File: src/rtl/spi_target_regbank_if.sv
// SPI bus between the controller and one target: serial clock, chip select,
// frame direction, and the two data lines.
interface spi_target_regbank_if;
    logic seq_clk;
    logic cs;
    logic write;
    logic mosi;
    logic miso;
    logic miso_oe;

    modport master (output seq_clk, output cs, output write, output mosi,
                    input miso, input miso_oe);
    modport slave  (input seq_clk, input cs, input write, input mosi,
                    output miso, output miso_oe);
endinterface

File: src/rtl/spi_target_regbank.sv
// SPI target that decodes 16-bit address+data frames into a local register bank.
// All SPI inputs are oversampled on clk; nothing is clocked by seq_clk.
module spi_target_regbank #(
    parameter int DEPTH       = 16,
    parameter int SYNC_STAGES = 2
) (
    input  logic                       clk,
    input  logic                       reset,
    spi_target_regbank_if.slave        spi,
    input  logic [7:0]                 rd_addr,
    output logic [7:0]                 rd_data,
    output logic                       reg_wr_en,
    output logic [7:0]                 reg_wr_addr,
    output logic [7:0]                 reg_wr_data,
    output logic                       busy,
    output logic                       frame_err
);
    localparam int         IDX_W     = $clog2(DEPTH);
    localparam logic [8:0] DEPTH_LIM = 9'(DEPTH);
    // Synchroniser lanes are {seq_clk, cs, mosi, write}; cs resets to its idle-high level.
    localparam logic [3:0] SYNC_RST  = 4'b0100;

    typedef enum logic [1:0] {IDLE, ADDR, DATA, DONE} state_t;

    logic [3:0] sync_q [SYNC_STAGES];
    logic [3:0] sync_d [SYNC_STAGES];
    logic       sclk_s, cs_s, mosi_s, wr_s;
    logic       sclk_dly_q, sclk_dly_d, cs_dly_q, cs_dly_d;
    logic       sclk_rise, sclk_fall, cs_rise, cs_fall;

    state_t     state_q, state_d;
    logic [4:0] bit_cnt_q, bit_cnt_d;
    logic [7:0] shift_q, shift_d;
    logic [7:0] addr_q, addr_d;
    logic       wr_frame_q, wr_frame_d;
    logic [7:0] tx_q, tx_d;
    logic       miso_q, miso_d, miso_oe_q, miso_oe_d;
    logic       wr_en_q, wr_en_d, frame_err_q, frame_err_d;
    logic [7:0] wr_addr_q, wr_addr_d, wr_data_q, wr_data_d;
    logic       commit, completing;
    logic [7:0] rx_byte;

    logic [7:0] bank_q [DEPTH];
    logic [7:0] bank_d [DEPTH];

    function automatic logic addr_hit(input logic [7:0] a);
        return {1'b0, a} < DEPTH_LIM;
    endfunction

    genvar gi;
    generate
        for (gi = 0; gi < SYNC_STAGES; gi++) begin : g_sync
            if (gi == 0) begin : g_first
                assign sync_d[gi] = {spi.seq_clk, spi.cs, spi.mosi, spi.write};
            end else begin : g_next
                assign sync_d[gi] = sync_q[gi-1];
            end
        end
        for (gi = 0; gi < DEPTH; gi++) begin : g_bank
            assign bank_d[gi] = (commit && addr_q[IDX_W-1:0] == IDX_W'(gi)) ? rx_byte : bank_q[gi];
        end
    endgenerate

    assign {sclk_s, cs_s, mosi_s, wr_s} = sync_q[SYNC_STAGES-1];
    assign sclk_dly_d = sclk_s;
    assign cs_dly_d   = cs_s;
    assign sclk_rise  = sclk_s & ~sclk_dly_q;
    assign sclk_fall  = ~sclk_s & sclk_dly_q;
    assign cs_rise    = cs_s & ~cs_dly_q;
    assign cs_fall    = ~cs_s & cs_dly_q;
    assign rx_byte    = {shift_q[6:0], mosi_s};
    assign completing = (state_q == DATA) && sclk_rise && (bit_cnt_q == 5'd15);

    always_comb begin
        state_d     = state_q;
        bit_cnt_d   = bit_cnt_q;
        shift_d     = shift_q;
        addr_d      = addr_q;
        wr_frame_d  = wr_frame_q;
        tx_d        = tx_q;
        miso_d      = miso_q;
        miso_oe_d   = miso_oe_q;
        wr_en_d     = 1'b0;
        wr_addr_d   = wr_addr_q;
        wr_data_d   = wr_data_q;
        frame_err_d = 1'b0;
        commit      = 1'b0;
        case (state_q)
            IDLE: begin
                if (cs_fall) begin
                    state_d   = ADDR;
                    bit_cnt_d = '0;
                end
            end
            ADDR: begin
                if (sclk_rise) begin
                    shift_d   = rx_byte;
                    bit_cnt_d = bit_cnt_q + 5'd1;
                    if (bit_cnt_q == 5'd7) begin
                        addr_d     = rx_byte;
                        wr_frame_d = wr_s;
                        state_d    = DATA;
                        if (!wr_s) begin
                            tx_d      = addr_hit(rx_byte) ? bank_q[rx_byte[IDX_W-1:0]] : 8'h00;
                            miso_oe_d = 1'b1;
                        end
                    end
                end
            end
            DATA: begin
                if (sclk_rise) begin
                    shift_d   = rx_byte;
                    bit_cnt_d = bit_cnt_q + 5'd1;
                    if (bit_cnt_q == 5'd15) begin
                        state_d   = DONE;
                        miso_oe_d = 1'b0;
                        miso_d    = 1'b0;
                        if (wr_frame_q && addr_hit(addr_q)) begin
                            commit    = 1'b1;
                            wr_en_d   = 1'b1;
                            wr_addr_d = addr_q;
                            wr_data_d = rx_byte;
                        end
                    end
                end else if (sclk_fall && !wr_frame_q) begin
                    miso_d = tx_q[7];
                    tx_d   = {tx_q[6:0], 1'b0};
                end
            end
            default: ;
        endcase
        // A cs rise in the same sample as the final rise lets the frame finish cleanly.
        if (state_q != IDLE && cs_rise) begin
            state_d   = IDLE;
            miso_oe_d = 1'b0;
            miso_d    = 1'b0;
            if (state_q != DONE && !completing) frame_err_d = 1'b1;
        end
    end

    always_ff @(posedge clk or negedge reset) begin
        if (!reset) begin
            for (int i = 0; i < SYNC_STAGES; i++) sync_q[i] <= SYNC_RST;
            for (int i = 0; i < DEPTH; i++) bank_q[i] <= 8'h00;
            sclk_dly_q  <= 1'b0;
            cs_dly_q    <= 1'b1;
            state_q     <= IDLE;
            bit_cnt_q   <= '0;
            shift_q     <= '0;
            addr_q      <= '0;
            wr_frame_q  <= 1'b0;
            tx_q        <= '0;
            miso_q      <= 1'b0;
            miso_oe_q   <= 1'b0;
            wr_en_q     <= 1'b0;
            wr_addr_q   <= '0;
            wr_data_q   <= '0;
            frame_err_q <= 1'b0;
        end else begin
            sync_q      <= sync_d;
            bank_q      <= bank_d;
            sclk_dly_q  <= sclk_dly_d;
            cs_dly_q    <= cs_dly_d;
            state_q     <= state_d;
            bit_cnt_q   <= bit_cnt_d;
            shift_q     <= shift_d;
            addr_q      <= addr_d;
            wr_frame_q  <= wr_frame_d;
            tx_q        <= tx_d;
            miso_q      <= miso_d;
            miso_oe_q   <= miso_oe_d;
            wr_en_q     <= wr_en_d;
            wr_addr_q   <= wr_addr_d;
            wr_data_q   <= wr_data_d;
            frame_err_q <= frame_err_d;
        end
    end

    assign rd_data     = addr_hit(rd_addr) ? bank_q[rd_addr[IDX_W-1:0]] : 8'h00;
    assign spi.miso    = miso_q;
    assign spi.miso_oe = miso_oe_q;
    assign reg_wr_en   = wr_en_q;
    assign reg_wr_addr = wr_addr_q;
    assign reg_wr_data = wr_data_q;
    assign busy        = (state_q != IDLE);
    assign frame_err   = frame_err_q;
endmodule

File: src/flat_wrapper.sv
// flat-port wrapper written by rule: the top's interface ports become plain ports
module spi_target_regbank_flat 
#(
    parameter int DEPTH       = 16,
    parameter int SYNC_STAGES = 2
)
  (clk, reset, rd_addr, rd_data, reg_wr_en, reg_wr_addr, reg_wr_data, busy, frame_err, spi_seq_clk, spi_cs, spi_write, spi_mosi, spi_miso, spi_miso_oe);
  spi_target_regbank_if spi_i ();
  input  logic clk;
  input  logic reset;
  input  logic [7:0] rd_addr;
  output logic [7:0] rd_data;
  output logic reg_wr_en;
  output logic [7:0] reg_wr_addr;
  output logic [7:0] reg_wr_data;
  output logic busy;
  output logic frame_err;
  input wire logic [$bits(spi_i.seq_clk)-1:0] spi_seq_clk;
  input wire logic [$bits(spi_i.cs)-1:0] spi_cs;
  input wire logic [$bits(spi_i.write)-1:0] spi_write;
  input wire logic [$bits(spi_i.mosi)-1:0] spi_mosi;
  output wire logic [$bits(spi_i.miso)-1:0] spi_miso;
  output wire logic [$bits(spi_i.miso_oe)-1:0] spi_miso_oe;
  assign spi_i.seq_clk = spi_seq_clk;
  assign spi_i.cs = spi_cs;
  assign spi_i.write = spi_write;
  assign spi_i.mosi = spi_mosi;
  assign spi_miso = spi_i.miso;
  assign spi_miso_oe = spi_i.miso_oe;
  spi_target_regbank #(.DEPTH(DEPTH), .SYNC_STAGES(SYNC_STAGES)) u_core (.clk(clk), .reset(reset), .spi(spi_i), .rd_addr(rd_addr), .rd_data(rd_data), .reg_wr_en(reg_wr_en), .reg_wr_addr(reg_wr_addr), .reg_wr_data(reg_wr_data), .busy(busy), .frame_err(frame_err));
endmodule
File: config.mk
export PLATFORM = sky130hd
export DESIGN_NAME = spi_target_regbank_flat
export DESIGN_NICKNAME = d
export VERILOG_FILES = /design/src/rtl/spi_target_regbank_if.sv /design/src/rtl/spi_target_regbank.sv /design/src/flat_wrapper.sv
export SDC_FILE = /design/constraint.sdc
export NUM_CORES = 1
export LEC_CHECK = 0
export CORE_UTILIZATION = 55
export CTS_CLUSTER_DIAMETER = 200
export CTS_CLUSTER_SIZE = 16
export DETAILED_ROUTE_END_ITERATION = 10
export HOLD_SLACK_MARGIN = 0.15
export PLACE_DENSITY = 0.72
export SKIP_LAST_GASP = 1
export SLEW_MARGIN = 20
export SYNTH_ARGS = -nofsm -noshare
export SYNTH_HDL_FRONTEND = slang
export SYNTH_SLANG_ARGS = --single-unit
export TNS_END_PERCENT = 10
File: constraint.sdc
create_clock -name clk -period 2.2 [get_ports clk]
set_input_delay 0.44 -clock clk [delete_from_list [all_inputs] [get_ports clk]]
set_output_delay 0.44 -clock clk [all_outputs]
set_load 0.05 [all_outputs]
==> flow_summary_export.csv <==
group,metric,value,unit
floorplan,die_area,17980,um^2
layout,nets,800,
floorplan,die_w,134.1,um
setup_path,path_max_fanout,7,
drt,vias_per_cell,6.390,
global_route,grt_pass1_wl,39.88,mm
timing,fin_crit_sh,109.7,%
synth,synth_top_family_by_area,"multiplexers",
placement,io_buffers,42,
drt,drt-total-wl,25.20,mm
global_route,grt_use_total,30.34,%
timing,clock.fmax,0.4144,GHz
outcome,status,"finished, violations left",
placement,dp_worst_setup_slack,-0.3196,ns
timing,setup_viol,139,
setup_path,crit_slowest_cell,"dfrtp_1",
clock_tree,clockBufferDepth,2,
synth,ys_seq_area_share,49.33,%
drt,via_count,6473,
placement,finalWeightedCongestion,0.8599,
placement,dpl.cell_count,967,
layout,area_delta_synth_final,24.26,%
clock_tree,clockRootBuffer,"clkbuf_16",
layout,fin_cells,1013,
synth,synth_compound_area_share,3.638,%
synth,yosysWarningCount,0,
timing,max_slew_margin,56.82,%
synth,ys.flop_type,"dfrtp_1",
global_route,antenna_found_initial,0,
synth,muxShareOfSynthArea,35.05,%
timing,hold_viol,0,
timing,rsz0062_at_grt,"yes",
clock_tree,clk_pin_slew,0.07,ns
layout,layout-drive-gt1-share,50.32,%
power_and_ir_drop,p_total,8.904,mW
synth,postSynthCellCount,673,
worst_hold_path,min_path_type,"reg -> reg",
synth,async_flop_share,100.0,%
setup_path,cp_cell_sequence,"ha_2 -> and3_4 -> ha_4 -> and3_4 -> nand3_4 -> buf_12 -> nor4b_4 -> buf_4 -> mux2_2",
synth,synthSimpleGateAreaFrac,8.503,%
clock_tree,htreeDepth,4,
setup_path,worstSetupPathType,"reg -> reg",
synth,syn_area_per_cell,14.26,um^2
setup_path,arrival,2.74,ns
power_and_ir_drop,vdd_drop_max,592.6,uV
setup_path,end_kind,"register",
timing,whs,0.3560,ns
setup_path,max_stage_delay,0.37,ns
outcome,failed_checks,"negative setup slack",
setup_path,start_kind,"register",
job,maxCapViolCount,0,
synth,syn_nets,693,
synth,ys_seq_elements,189,
floorplan,floorplan.initialDensity,57.05,%
synth,synth_cell_types,45,
layout,fillCellCount,1129,
timing,worst_pin_slew,0.6477,ns
global_route,grt_pass1_vias,6874,
setup_path,cp_common_cell,"and3_4",
clock_tree,clk-insertion-delay-late,0.45,ns
setup_path,worst-path-buf-inv,2,
setup_path,path_delay_family,"simple AND/OR/NAND/NOR gates",
drt,drtPass1Iterations,5,
floorplan,fp.coreArea,16820,um^2
clock_tree,cts_tree,"done",
drt,drtIter0Drc,516,
layout,diodes,0,
floorplan,rows,47,
setup_path,crit_required,2.53,ns
floorplan,ioPinCount,43,
drt,wl_per_cell,24.88,um
synth,synth_xor_area_share,0,%
drt,ant_nets,0,
timing,fin_worst_skew,0.009339,ns
clock_tree,cts_buffers,17,
floorplan,dieHeight,134.1,um
power_and_ir_drop,p_leak,5.445,nW
placement,place_hpwl,17.05,mm
global_route,gr-total-overflow,0,
timing,drv_slew,0,
synth,synth-edff-count,0,
power_and_ir_drop,power.density,746.9,nW/um^2
drt,drc,0,
synth,synth_adder_area_share,0.7825,%
clock_tree,numClockSinks,189,
global_route,grt_max_degree,68,
synth,netlist_area,9594,um^2
timing,fin_crit,2.413,ns
timing,finalWorstSetupSlack,-0.2134,ns
[per-layer routing]
layer	up-vias	GRT usage (%)	share of wire, %
met4	0	12.36	3.1
met1	3429	40.41	41
li1	2752	-	-
met3	64	5.367	5.4
met2	228	49.71	50
met5	-	0	0
[registers in the layout (all words and copies together) (netlist names)]
| name | cells |
|---|---|
| u_core.sclk_dly_d | 1 |
| u_core.mosi_s | 1 |
| u_core.cs_dly_q | 1 |
| u_core.state_q | 2 |
| u_core.bit_cnt_q | 5 |
| u_core.tx_q | 8 |
| u_core.reg_wr_data | 8 |
| u_core.frame_err | 1 |
| u_core.spi.miso | 1 |
| u_core.shift_q | 7 |
| u_core.sclk_dly_q | 1 |
| u_core.addr_q | 8 |
| u_core.sync_d | 4 |
| u_core.bank_q | 128 |
| u_core.sync_q | 1 |
| u_core.reg_wr_en | 1 |
| u_core.cs_dly_d | 1 |
| u_core.reg_wr_addr | 8 |
| u_core.wr_frame_q | 1 |
| u_core.spi.miso_oe | 1 |
[synthesized netlist by cell type (all sizes together) (6+ instances only)]
cell type / instances / area [um^2]
dfrtp: 186 / 4654
mux2: 150 / 1689
mux4: 61 / 1374
nand2: 47 / 176.4
clkbuf: 35 / 131.4
mux2i: 30 / 300.3
buf: 17 / 88.83
o21ai: 16 / 80.08
a21oi: 13 / 65.06
nor4: 11 / 158.9
inv: 10 / 37.53
nand2b: 10 / 62.56
nor3: 10 / 138.9
and3: 9 / 56.30
o22ai: 8 / 50.05
nand3: 7 / 47.55
o211ai: 7 / 52.55
ha: 6 / 75.07
nor2: 6 / 22.52
[stage by stage]
step           area, um^2  utilization, %  TNS [ns]
2_1_floorplan        9686               -    -5.346
3_3_place_gp        10990           65.35    -9.663
3_5_place_dp        10990           65.35    -15.55
6_report            11920           70.88    -16.48
4_1_cts             11820           70.27    -16.23
5_1_grt             11920           70.88    -27.51
[cell type report]
cell class / count / area (um^2) / share of cell area, %
sequential: 189 / 4736 / 39.73
clock buffer: 18 / 429.2 / 3.600
clock inverter: 14 / 158.9 / 1.333
inverter: 10 / 37.54 / 0.3149
multi-input combinational: 422 / 4827 / 40.49
tap: 220 / 275.3 / 2.309
timing repair buffer: 140 / 1458 / 12.23
[placed cells by master, fill, tap and decap left out, drive strengths merged, types with 2 or more instances in the layout]
master	netlist	routed
and3	9	9
clkdlybuf4s50	0	27
a21oi	13	13
nand3	7	7
clkinv	0	2
mux2	150	150
buf	17	107
nor2b	2	2
nand2	47	47
nor2	6	6
o21ai	16	16
a32oi	2	2
dfrtp	186	186
bufinv	0	2
o211ai	7	7
clkbuf	35	19
dfstp	3	3
clkinvlp	0	5
dlygate4sd2	0	3
o22ai	8	8
nor3b	2	2
mux4	61	61
ha	6	6
a221oi	2	2
mux2i	30	30
nand2b	10	10
and2	5	5
nor4	11	11
nor3	10	10
a211oi	2	2
inv	10	15
or4	3	3
nand3b	3	3
[report_power, final]
group	total (mW)	switching (mW)	internal [mW]
Combinational	2.07	1.27	0.801
Clock	3.10	1.41	1.69
Sequential	3.73	0.132	3.60
[timing repair]
item / 4_1_cts / 5_1_grt
cloned: 2 / 1
pin swaps: 7 / 0
endpoints found under the setup margin: 136 / 145
hold buffers: 1 / 0
resized for setup: 32 / 15
buffers inserted: 8 / 2
hold endpoints to repair: 48 / 0
[cell families after synthesis]
kind of cell,after synthesis
AND/OR/NAND/NOR,119
adder cells (fa/ha/maj),6
flip-flops,189
AO/OA/AOI/OAI,56
buffers and inverters,62
multiplexers,241
[worst paths after layout]
check | startpoint | endpoint | slack (ns) | cells past startpoint
min reg2reg | u_core.sync_d[1] | u_core.mosi_s | 0.36 | 0
max in group asynchronous | reset | u_core.bank_q[91] | 0.90 | 3
max reg2reg | u_core.bit_cnt_q[1] | u_core.bank_q[126] | -0.21 | 9
max | u_core.bit_cnt_q[1] | u_core.bank_q[126] | -0.21 | 9
min | u_core.sync_d[1] | u_core.mosi_s | 0.36 | 0
min in group asynchronous | reset | u_core.bit_cnt_q[2] | 0.51 | 2
Note: power is estimated with default switching activity, not from simulation.
